### config.mk
export PLATFORM = sky130hd
export DESIGN_NAME = i2c_slave_phy
export DESIGN_NICKNAME = d
export VERILOG_FILES = /design/src/rtl/i2c_slave_phy.sv
export SDC_FILE = /design/constraint.sdc
export NUM_CORES = 1
export LEC_CHECK = 0
export ABC_CLOCK_PERIOD_IN_PS = 2400
export CAP_MARGIN = 10
export CORE_MARGIN = 3
export CORE_UTILIZATION = 60
export DETAILED_ROUTE_END_ITERATION = 12
export DONT_BUFFER_PORTS = 1
export HOLD_SLACK_MARGIN = 0.12
export PLACE_DENSITY = 0.75
export SKIP_LAST_GASP = 1
export SLEW_MARGIN = 10
export SYNTH_ARGS = -nofsm -noshare
export SYNTH_HDL_FRONTEND = slang
export SYNTH_SLANG_ARGS = --single-unit
### constraint.sdc
create_clock -name clk_i -period 2.4 [get_ports clk_i]
set_input_delay 0.48 -clock clk_i [delete_from_list [all_inputs] [get_ports clk_i]]
set_output_delay 0.48 -clock clk_i [all_outputs]
set_load 0.02 [all_outputs]
### src/rtl/i2c_slave_phy.sv
// Byte-level I2C target for one fixed 7-bit address: filtered SDA/SCL, START/STOP
// detection, address ACK, RX/TX valid-ready streams and SCL stretching on backpressure.
module i2c_slave_phy #(
    parameter logic [6:0]  SLAVE_ADDR = 7'h50,
    parameter int unsigned HOLD_TICKS = 4
) (
    input  logic       clk_i,
    input  logic       rst_n_i,
    input  logic       sda_i,
    output logic       sda_o,
    output logic       sda_oe,
    input  logic       scl_i,
    output logic       scl_o,
    output logic       scl_oe,
    output logic [7:0] rx_data_o,
    output logic       rx_first_o,
    output logic       rx_valid_o,
    input  logic       rx_ready_i,
    input  logic [7:0] tx_data_i,
    input  logic       tx_valid_i,
    output logic       tx_ready_o,
    output logic       addressed_o,
    output logic       stop_o,
    output logic       nack_o
);

    localparam logic [7:0] HOLD_INIT = 8'(HOLD_TICKS);

    typedef enum logic [3:0] {
        S_IDLE, S_ADDR, S_ADDR_ACK, S_WR_DATA, S_WR_ACK,
        S_RD_LOAD, S_RD_DATA, S_RD_ACK, S_IGNORE
    } state_t;

    logic [1:0] r_sda_sync, r_scl_sync;
    logic [2:0] r_sda_taps, r_scl_taps;
    logic       r_sda_d, r_scl_d;
    logic       w_sda_f, w_scl_f;
    logic       w_scl_rise, w_scl_fall, w_start, w_stop, w_byte_done;

    state_t     r_state;
    logic [3:0] r_bit_cnt;
    logic [7:0] r_shift;
    logic [7:0] r_tx_shift;
    logic [7:0] r_hold_cnt;
    logic       r_sda_next, r_sda_upd;
    logic       r_rw, r_first_arm, r_ack_pend, r_tx_loaded;

    assign sda_o = 1'b0;
    assign scl_o = 1'b0;

    assign w_sda_f = (r_sda_taps[0] & r_sda_taps[1]) | (r_sda_taps[0] & r_sda_taps[2]) |
                     (r_sda_taps[1] & r_sda_taps[2]);
    assign w_scl_f = (r_scl_taps[0] & r_scl_taps[1]) | (r_scl_taps[0] & r_scl_taps[2]) |
                     (r_scl_taps[1] & r_scl_taps[2]);

    assign w_scl_rise  = w_scl_f & ~r_scl_d;
    assign w_scl_fall  = ~w_scl_f & r_scl_d;
    assign w_start     = r_scl_d & w_scl_f & r_sda_d & ~w_sda_f;
    assign w_stop      = r_scl_d & w_scl_f & ~r_sda_d & w_sda_f;
    assign w_byte_done = w_scl_fall & (r_bit_cnt == 4'd8);

    always_ff @(posedge clk_i or negedge rst_n_i) begin
        if (!rst_n_i) begin
            r_sda_sync <= '1;
            r_scl_sync <= '1;
            r_sda_taps <= '1;
            r_scl_taps <= '1;
            r_sda_d    <= 1'b1;
            r_scl_d    <= 1'b1;
        end else begin
            r_sda_sync <= {r_sda_sync[0], sda_i};
            r_scl_sync <= {r_scl_sync[0], scl_i};
            r_sda_taps <= {r_sda_taps[1:0], r_sda_sync[1]};
            r_scl_taps <= {r_scl_taps[1:0], r_scl_sync[1]};
            r_sda_d    <= w_sda_f;
            r_scl_d    <= w_scl_f;
        end
    end

    // SDA decisions are queued in r_sda_next and only reach the pad once the
    // hold counter started by the last SCL falling edge has run out.
    always_ff @(posedge clk_i or negedge rst_n_i) begin
        if (!rst_n_i) begin
            r_state     <= S_IDLE;
            r_bit_cnt   <= '0;
            r_shift     <= '0;
            r_tx_shift  <= '0;
            r_hold_cnt  <= '0;
            r_sda_next  <= 1'b0;
            r_sda_upd   <= 1'b0;
            r_rw        <= 1'b0;
            r_first_arm <= 1'b0;
            r_ack_pend  <= 1'b0;
            r_tx_loaded <= 1'b0;
            sda_oe      <= 1'b0;
            scl_oe      <= 1'b0;
            rx_data_o   <= '0;
            rx_first_o  <= 1'b0;
            rx_valid_o  <= 1'b0;
            tx_ready_o  <= 1'b0;
            addressed_o <= 1'b0;
            stop_o      <= 1'b0;
            nack_o      <= 1'b0;
        end else begin
            stop_o     <= 1'b0;
            nack_o     <= 1'b0;
            tx_ready_o <= 1'b0;

            if (r_hold_cnt != 8'd0)
                r_hold_cnt <= r_hold_cnt - 8'd1;
            if (w_scl_fall)
                r_hold_cnt <= HOLD_INIT;
            if (r_hold_cnt == 8'd0 && r_sda_upd) begin
                sda_oe    <= r_sda_next;
                r_sda_upd <= 1'b0;
            end
            if (rx_valid_o && rx_ready_i)
                rx_valid_o <= 1'b0;

            if (w_stop || w_start) begin
                sda_oe      <= 1'b0;
                scl_oe      <= 1'b0;
                r_sda_upd   <= 1'b0;
                r_ack_pend  <= 1'b0;
                r_tx_loaded <= 1'b0;
                addressed_o <= 1'b0;
                r_bit_cnt   <= '0;
                if (w_stop) begin
                    stop_o  <= addressed_o;
                    r_state <= S_IDLE;
                end else begin
                    r_state <= S_ADDR;
                end
            end else begin
                case (r_state)
                    S_ADDR: begin
                        if (w_scl_rise && r_bit_cnt != 4'd8) begin
                            r_shift   <= {r_shift[6:0], w_sda_f};
                            r_bit_cnt <= r_bit_cnt + 4'd1;
                        end else if (w_byte_done) begin
                            if (r_shift[7:1] == SLAVE_ADDR) begin
                                r_rw        <= r_shift[0];
                                r_sda_next  <= 1'b1;
                                r_sda_upd   <= 1'b1;
                                addressed_o <= 1'b1;
                                r_state     <= S_ADDR_ACK;
                            end else begin
                                r_state <= S_IGNORE;
                            end
                        end
                    end
                    S_ADDR_ACK: begin
                        if (w_scl_fall) begin
                            r_sda_next <= 1'b0;
                            r_sda_upd  <= 1'b1;
                            r_bit_cnt  <= '0;
                            if (r_rw) begin
                                scl_oe  <= 1'b1;
                                r_state <= S_RD_LOAD;
                            end else begin
                                r_first_arm <= 1'b1;
                                r_state     <= S_WR_DATA;
                            end
                        end
                    end
                    S_WR_DATA: begin
                        if (!rx_valid_o && (w_byte_done || r_ack_pend)) begin
                            rx_data_o   <= r_shift;
                            rx_valid_o  <= 1'b1;
                            rx_first_o  <= r_first_arm;
                            r_first_arm <= 1'b0;
                            r_sda_next  <= 1'b1;
                            r_sda_upd   <= 1'b1;
                            r_ack_pend  <= 1'b0;
                            r_state     <= S_WR_ACK;
                        end else if (w_byte_done) begin
                            r_ack_pend <= 1'b1;
                            scl_oe     <= 1'b1;
                        end else if (w_scl_rise && r_bit_cnt != 4'd8) begin
                            r_shift   <= {r_shift[6:0], w_sda_f};
                            r_bit_cnt <= r_bit_cnt + 4'd1;
                        end
                    end
                    S_WR_ACK: begin
                        if (scl_oe && !r_sda_upd)
                            scl_oe <= 1'b0;
                        if (w_scl_fall) begin
                            r_sda_next <= 1'b0;
                            r_sda_upd  <= 1'b1;
                            r_bit_cnt  <= '0;
                            r_state    <= S_WR_DATA;
                        end
                    end
                    S_RD_LOAD: begin
                        if (!r_tx_loaded) begin
                            if (tx_ready_o && tx_valid_i) begin
                                r_tx_shift  <= tx_data_i;
                                r_sda_next  <= ~tx_data_i[7];
                                r_sda_upd   <= 1'b1;
                                r_tx_loaded <= 1'b1;
                            end else if (tx_valid_i && !tx_ready_o) begin
                                tx_ready_o <= 1'b1;
                            end
                        end else if (!r_sda_upd) begin
                            scl_oe      <= 1'b0;
                            r_tx_loaded <= 1'b0;
                            r_bit_cnt   <= 4'd1;
                            r_state     <= S_RD_DATA;
                        end
                    end
                    S_RD_DATA: begin
                        if (w_scl_fall) begin
                            r_sda_upd <= 1'b1;
                            if (r_bit_cnt == 4'd8) begin
                                r_sda_next <= 1'b0;
                                r_state    <= S_RD_ACK;
                            end else begin
                                r_sda_next <= ~r_tx_shift[6];
                                r_tx_shift <= {r_tx_shift[6:0], 1'b0};
                                r_bit_cnt  <= r_bit_cnt + 4'd1;
                            end
                        end
                    end
                    S_RD_ACK: begin
                        if (w_scl_rise && w_sda_f) begin
                            nack_o  <= 1'b1;
                            r_state <= S_IGNORE;
                        end else if (w_scl_fall) begin
                            scl_oe  <= 1'b1;
                            r_state <= S_RD_LOAD;
                        end
                    end
                    default: ;
                endcase
            end
        end
    end

endmodule

==> impl_metrics.tcl, run 1 <==
set metrics [dict create \
    syn_inst 288 \
    grt_start_max_net_pins 66 \
    grt_setup_unrepaired "no" \
    hold_violations 0 \
    top_layer_used "met4" \
    drc 0 \
    fin_crit_sh_pct 92.93 \
    grt_pass1_wl_mm 11.51 \
    drt_iter0_drc 188 \
    routed-wl-met3_um 503 \
    area_growth_pct 13.55 \
    num_vias 2347 \
    path_max_fanout 7 \
    m1WireLength_mm 2.865 \
    cts_root_buf "clkbuf_8" \
    port_buffers 0 \
    yosys.area.top_type "dfrtp_1" \
    met2_length_mm 3.318 \
    cts.sinks 65 \
    coreArea_sq_mm 0.004880 \
    drv_cap 0 \
    antenna_found_initial 0 \
    synth_area_sq_mm 0.003148 \
    slew_violations 0 \
    syn_area_per_cell_sq_um 10.93 \
    cts_made_buffers 9 \
    setup_viol_count_final 0 \
    synth_common_cells "dfrtp_1 (53), nor2_1 (23), o21ai_0 (22)" \
    grt_pass1_vias 2422 \
    synth-edff-count 0 \
    cts.clk_slew.worst_paths_ps 70 \
    die_width_um 78.44 \
    status "complete, no violations" \
    fmax_mhz 448.4 \
    min_period_ps 2230 \
    drtPass1Iterations 4 \
    tns_ps 0 \
    pin_count 32 \
    gr-total-overflow 0 \
    final_cells 383 \
    leakage_nw 1.519 \
    cp.required_ps 2630 \
    grtUsageTotal_pct 24.45 \
    yosysUniqueCellTypes 63 \
    cts_tree "done" \
    worst_clock_skew_ps 8.129 \
    critPathKind "reg -> reg" \
    critPathArrivalTime_ps 2470 \
    synth_top_area_share_pct 42.13 \
    synth_seq_cells 65 \
    end_kind "flip-flop" \
    dieHeight_um 78.44 \
    place.detailed.hpwl_mm 4.857 \
    power.density_mw_per_mm2 790.1 \
    startpoint_type "flip-flop" \
    final_nets 329 \
    num_antenna_cells 0 \
    synth_ff_type "dfrtp_1" \
    antenna_left 0 \
    gp_congestion 0.9744 \
    clock_latency_ps 350 \
    post_cts_buffers 0 \
    routed_via_density 6.128 \
    fillCellCount 341 \
    vdd_ir_drop_max_uv 609.0 \
    hold_class "in -> reg" \
    dp_cells 363 \
    whs_ps 236.0 \
    clk_path_buf_depth 2 \
    drive_gt1_share_pct 25.32 \
    fp.dieArea_sq_mm 0.006152 \
    ys_async_sr_fraction_pct 100.0 \
    fp-row-count 25 \
    initial_core_util_pct 64.51 \
    synth_most_common_cell "dfrtp_1" \
    ys_warn_count 0 \
    routed_wl_mm 6.824 \
    ys_seq_area_share_pct 52.15 \
    htreeDepth 3 \
    routedWlPerCell_um 17.82 \
    synth.area.top_cells "dfrtp_1 (42%), dfstp_2 (10%), mux2_2 (6.4%), o21ai_0 (3.5%), nor2_1 (2.7%)" \
]
per-layer routing:
| layer | track usage, % | vias to the layer above |
|---|---|---|
| li1 | - | 1101 |
| met1 | 31.01 | 1146 |
| met2 | 40.07 | 87 |
| met3 | 5.963 | 13 |
| met4 | 10.49 | 0 |
| met5 | 0 | - |
stage by stage:
step                power, mW  util, %  setup WS (ps)  cell area, sq um
floorplan               1.823        -          330.7              3152
global placement        1.944    68.28          224.6              3332
detailed placement      1.969    68.28          152.6              3332
CTS                     2.840    73.18          158.0              3571
global route            2.989    73.26          23.65              3575
finish                  2.824    73.26          169.7              3575
path summary, 6_finish.rpt:
kind / to / startpoint / cells after the start / slack, ps
max: r_state[0]$_DFFE_PN0P_ / r_bit_cnt[0]$_DFFE_PN0P_ / 8 / 170
min: rx_valid_o$_DFF_PN0_ / rx_ready_i / 1 / 240
max reg2reg: r_state[0]$_DFFE_PN0P_ / r_bit_cnt[0]$_DFFE_PN0P_ / 8 / 170
min reg2reg: r_scl_sync[1]$_DFF_PN1_ / r_scl_sync[0]$_DFF_PN1_ / 0 / 360
max in group asynchronous: r_scl_sync[0]$_DFF_PN1_ / rst_n_i / 2 / 1420
min in group asynchronous: r_tx_loaded$_DFFE_PN0P_ / rst_n_i / 2 / 670
final cells by class:
cell class	count	area [sq um]	share of cell area [%]
Inverter	12	45.04	1.260
Sequential cell	65	1642	45.92
Multi-Input combinational cell	199	1403	39.24
Tap cell	67	83.83	2.345
Timing Repair Buffer	24	220.2	6.160
Clock buffer	11	141.4	3.955
Clock inverter	5	40.04	1.120
where the power goes:
group	internal, mW	total [mW]	switching, mW
sequential	1.27	1.43	0.159
combinational	0.275	0.559	0.284
clock	0.408	0.837	0.429
state kept, by name, indices dropped and copies added, names as in the netlist, 2 cells and up:
signal      count
r_state         4
r_scl_sync      2
r_scl_taps      3
r_shift         8
r_sda_sync      2
rx_data_o       8
r_bit_cnt       4
r_sda_taps      3
r_tx_shift      7
r_hold_cnt      8
placed cells by master (no fill, tap or decap), types with 3 or more instances in the layout:
cell,instances
a211oi_1,4
dlygate4sd3_1,3
nor4_1,4
nand3_1,9
clkinvlp_4,3
nor3_1,7
nand2_1,12
nand2b_1,7
a21oi_1,11
or4_1,3
dfstp_2,12
inv_1,11
buf_4,19
mux2_2,18
clkbuf_8,10
o22ai_1,3
dfrtp_1,53
mux2i_1,7
nand4b_1,3
ha_1,4
o21ai_0,22
nor2_1,23
xnor2_1,4
nor2b_1,5
critical path: stages, from the launching register on:
cell,delay (ps)
dfrtp_1,420
inv_1,90
ha_1,190
nand3b_1,200
a221oi_1,330
a211oi_1,110
nor3_2,380
o21ai_1,100
a211o_1,300
cell families after synthesis:
| kind of cell | share of synthesized area [%] |
|---|---|
| AND/OR/NAND/NOR | 18.00 |
| AO/OA/AOI/OAI | 13.20 |
| XOR/XNOR | 1.669 |
| buffers and inverters | 3.537 |
| adder cells (fa/ha/maj) | 2.305 |
| other | 0.1191 |
| flip-flops | 52.15 |
| multiplexers | 9.022 |
repair_timing:
item | CTS | global route
setup endpoints to repair | 0 | 2
hold buffers | 4 | 0
gates resized for setup | 0 | 1
hold endpoints to repair | 67 | 0
Note: power is estimated with default switching activity, not from simulation.
==> inputs of run 2 (changes only) <==
- CAP_MARGIN: 10 -> 5
==> results of run 2 <==
The final DEF is identical to that of run 1; final timing and power are the same.
==> inputs of run 3 (changes only) <==
- RECOVER_POWER: unset -> 100
==> impl_metrics.tcl, run 3 (synthesis results as in run 1) <==
set metrics [dict create \
    setup_viol_count_final 0 \
    num_vias 2349 \
    drt_iter0_drc 224 \
    r2r_cells 6 \
    internal-power_mw 1.935 \
    fillCellCount 352 \
    grtUsageTotal_pct 24.45 \
    final_nets 329 \
    max_stage_delay_ps 500 \
    worst_clock_skew_ps 9.675 \
    antenna_left 0 \
    hold_start "rx_ready_i" \
    tns_ps 0 \
    violations "capacitance limit, slew limit" \
    cts.sinks 65 \
    cts_made_buffers 9 \
    cts.clk_slew.worst_paths_ps 70 \
    dpl_worst_slack_ps 152.6 \
    critPathKind "reg -> reg" \
    critPathArrivalTime_ps 2590 \
    dieHeight_um 78.44 \
    coreArea_sq_mm 0.004880 \
    gr-total-overflow 0 \
    pwr-share-clk_pct 30.0 \
    cp_slowest_cell "a2111oi_2" \
    min_period_ps 2352 \
    routed_via_density 6.133 \
    place.detailed.hpwl_mm 4.857 \
    layout_commonest_cell "dfrtp_1" \
    fin_crit_sh_pct 98.00 \
    routed_wl_mm 6.845 \
    grt_start_max_net_pins 66 \
    htreeDepth 3 \
    crit_family "compound AO/OA/AOI/OAI gates" \
    cp.required_ps 2640 \
    path_max_fanout 7 \
    pin_count 32 \
    routedWlPerCell_um 17.87 \
    hold_class "in -> reg" \
    fp-row-count 25 \
    slew_headroom_pct -1.373 \
    grt_pass1_vias 2422 \
    drive_gt1_share_pct 22.15 \
    critPathBufInv 0 \
    r2r_start "r_sda_taps[0]$_DFF_PN1_" \
    reg2reg_to "r_state[0]$_DFFE_PN0P_" \
    startpoint_type "flip-flop" \
    slew_violations 66 \
    clk_path_buf_depth 2 \
    port_buffers 0 \
    post_cts_buffers 0 \
    drc 0 \
    p_sw_mw 0.8697 \
    tightest_slew_ps 1521 \
    fmax_mhz 425.2 \
    power.density_mw_per_mm2 796.5 \
    seq_power_share_pct 50.8 \
    initial_core_util_pct 64.51 \
    die_width_um 78.44 \
    status "finished, violations left" \
    grt_setup_unrepaired "no" \
    fin_ws_ps 48.08 \
    antenna_found_initial 0 \
    path_cells "maj3_1 -> and3_1 -> a2111oi_2 -> nor3_2 -> and4_1 -> a211o_1" \
    hold_path_end "rx_valid_o$_DFF_PN0_" \
    cts_root_buf "clkbuf_8" \
    leakage_nw 1.479 \
    power_frac_comb_pct 19.2 \
    num_antenna_cells 0 \
    layout_common_cells "dfrtp_1 (53), nor2_1 (23), o21ai_0 (23), mux2_2 (18), buf_4 (14)" \
    vdd_ir_drop_max_uv 605.1 \
    switching_share_pct 31.01 \
    fp.dieArea_sq_mm 0.006152 \
    reg_top3 "r_hold_cnt x8, r_shift x8, rx_data_o x8" \
    end_kind "flip-flop" \
    drv_cap 1 \
    rrSetupSlack_ps 50 \
    multi_input_area_sq_mm 0.001389 \
    drtPass1Iterations 4 \
    regArea_sq_mm 0.001642 \
    gp_congestion 0.9744 \
    cts_tree "done" \
    area_growth_pct 11.84 \
    clock_latency_ps 350 \
    hold_violations 0 \
    grt_pass1_wl_mm 11.51 \
    min_path_cells 1 \
]
[run 3: power by group through the flow]
stage | clock [mW] | combinational [mW] | sequential (mW)
6_report | 0.841 | 0.539 | 1.42
5_1_grt | 0.896 | 0.612 | 1.46
4_1_cts | 0.850 | 0.563 | 1.43
3_5_place_dp | 0 | 0.525 | 1.44
3_3_place_gp | 0 | 0.508 | 1.44
2_1_floorplan | 0 | 0.428 | 1.40
[run 3: area by class of cell]
type	count	share of cell area [%]
repair buffers	24	5.117
inverters	12	1.279
clock buffers	11	4.016
flip-flops and latches	65	46.62
multi-input cells	199	39.45
clock inverters	5	1.137
well taps	67	2.381
[run 3: worst max path at each step]
stage | start | endpoint | slack (ps) | cells after the start
3_5_place_dp | r_bit_cnt[0]$_DFFE_PN0P_ | r_bit_cnt[2]$_DFFE_PN0P_ | 150 | 9
5_1_grt | r_sda_taps[0]$_DFF_PN1_ | r_state[0]$_DFFE_PN0P_ | 20 | 6
2_1_floorplan | r_bit_cnt[0]$_DFFE_PN0P_ | r_sda_next$_DFFE_PN0P_ | 330 | 8
6_report | r_sda_taps[0]$_DFF_PN1_ | r_state[0]$_DFFE_PN0P_ | 50 | 6
4_1_cts | r_bit_cnt[0]$_DFFE_PN0P_ | r_bit_cnt[3]$_DFFE_PN0P_ | 160 | 9
3_3_place_gp | r_sda_taps[0]$_DFF_PN1_ | r_state[0]$_DFFE_PN0P_ | 220 | 6
[run 3: routing by layer]
metal  vias up  global-route usage, %  wire length, um
met5         -                      0                0
met4         0                  10.49              168
met3        18                  5.963              600
met2       103                  40.07             3284
met1      1133                  31.01             2792
li1       1095                      -                -
[run 3: metrics by stage]
stage	cell area, sq um	utilization (%)	hold WS [ps]	instances	power [mW]
5_1_grt	3521	72.15	240.3	383	2.965
3_5_place_dp	3332	68.28	186.1	363	1.969
3_3_place_gp	3332	68.28	185.7	363	1.944
4_1_cts	3571	73.18	233.5	383	2.840
2_1_floorplan	3152	-	184.4	289	1.823
6_report	3521	72.15	233.7	383	2.804
[run 3: repair_timing]
| item | in CTS | in global routing |
|---|---|---|
| endpoints found under the hold margin | 67 | 0 |
| hold buffers | 4 | 0 |
| setup endpoints to repair | 0 | 2 |
| resized for setup | 0 | 1 |
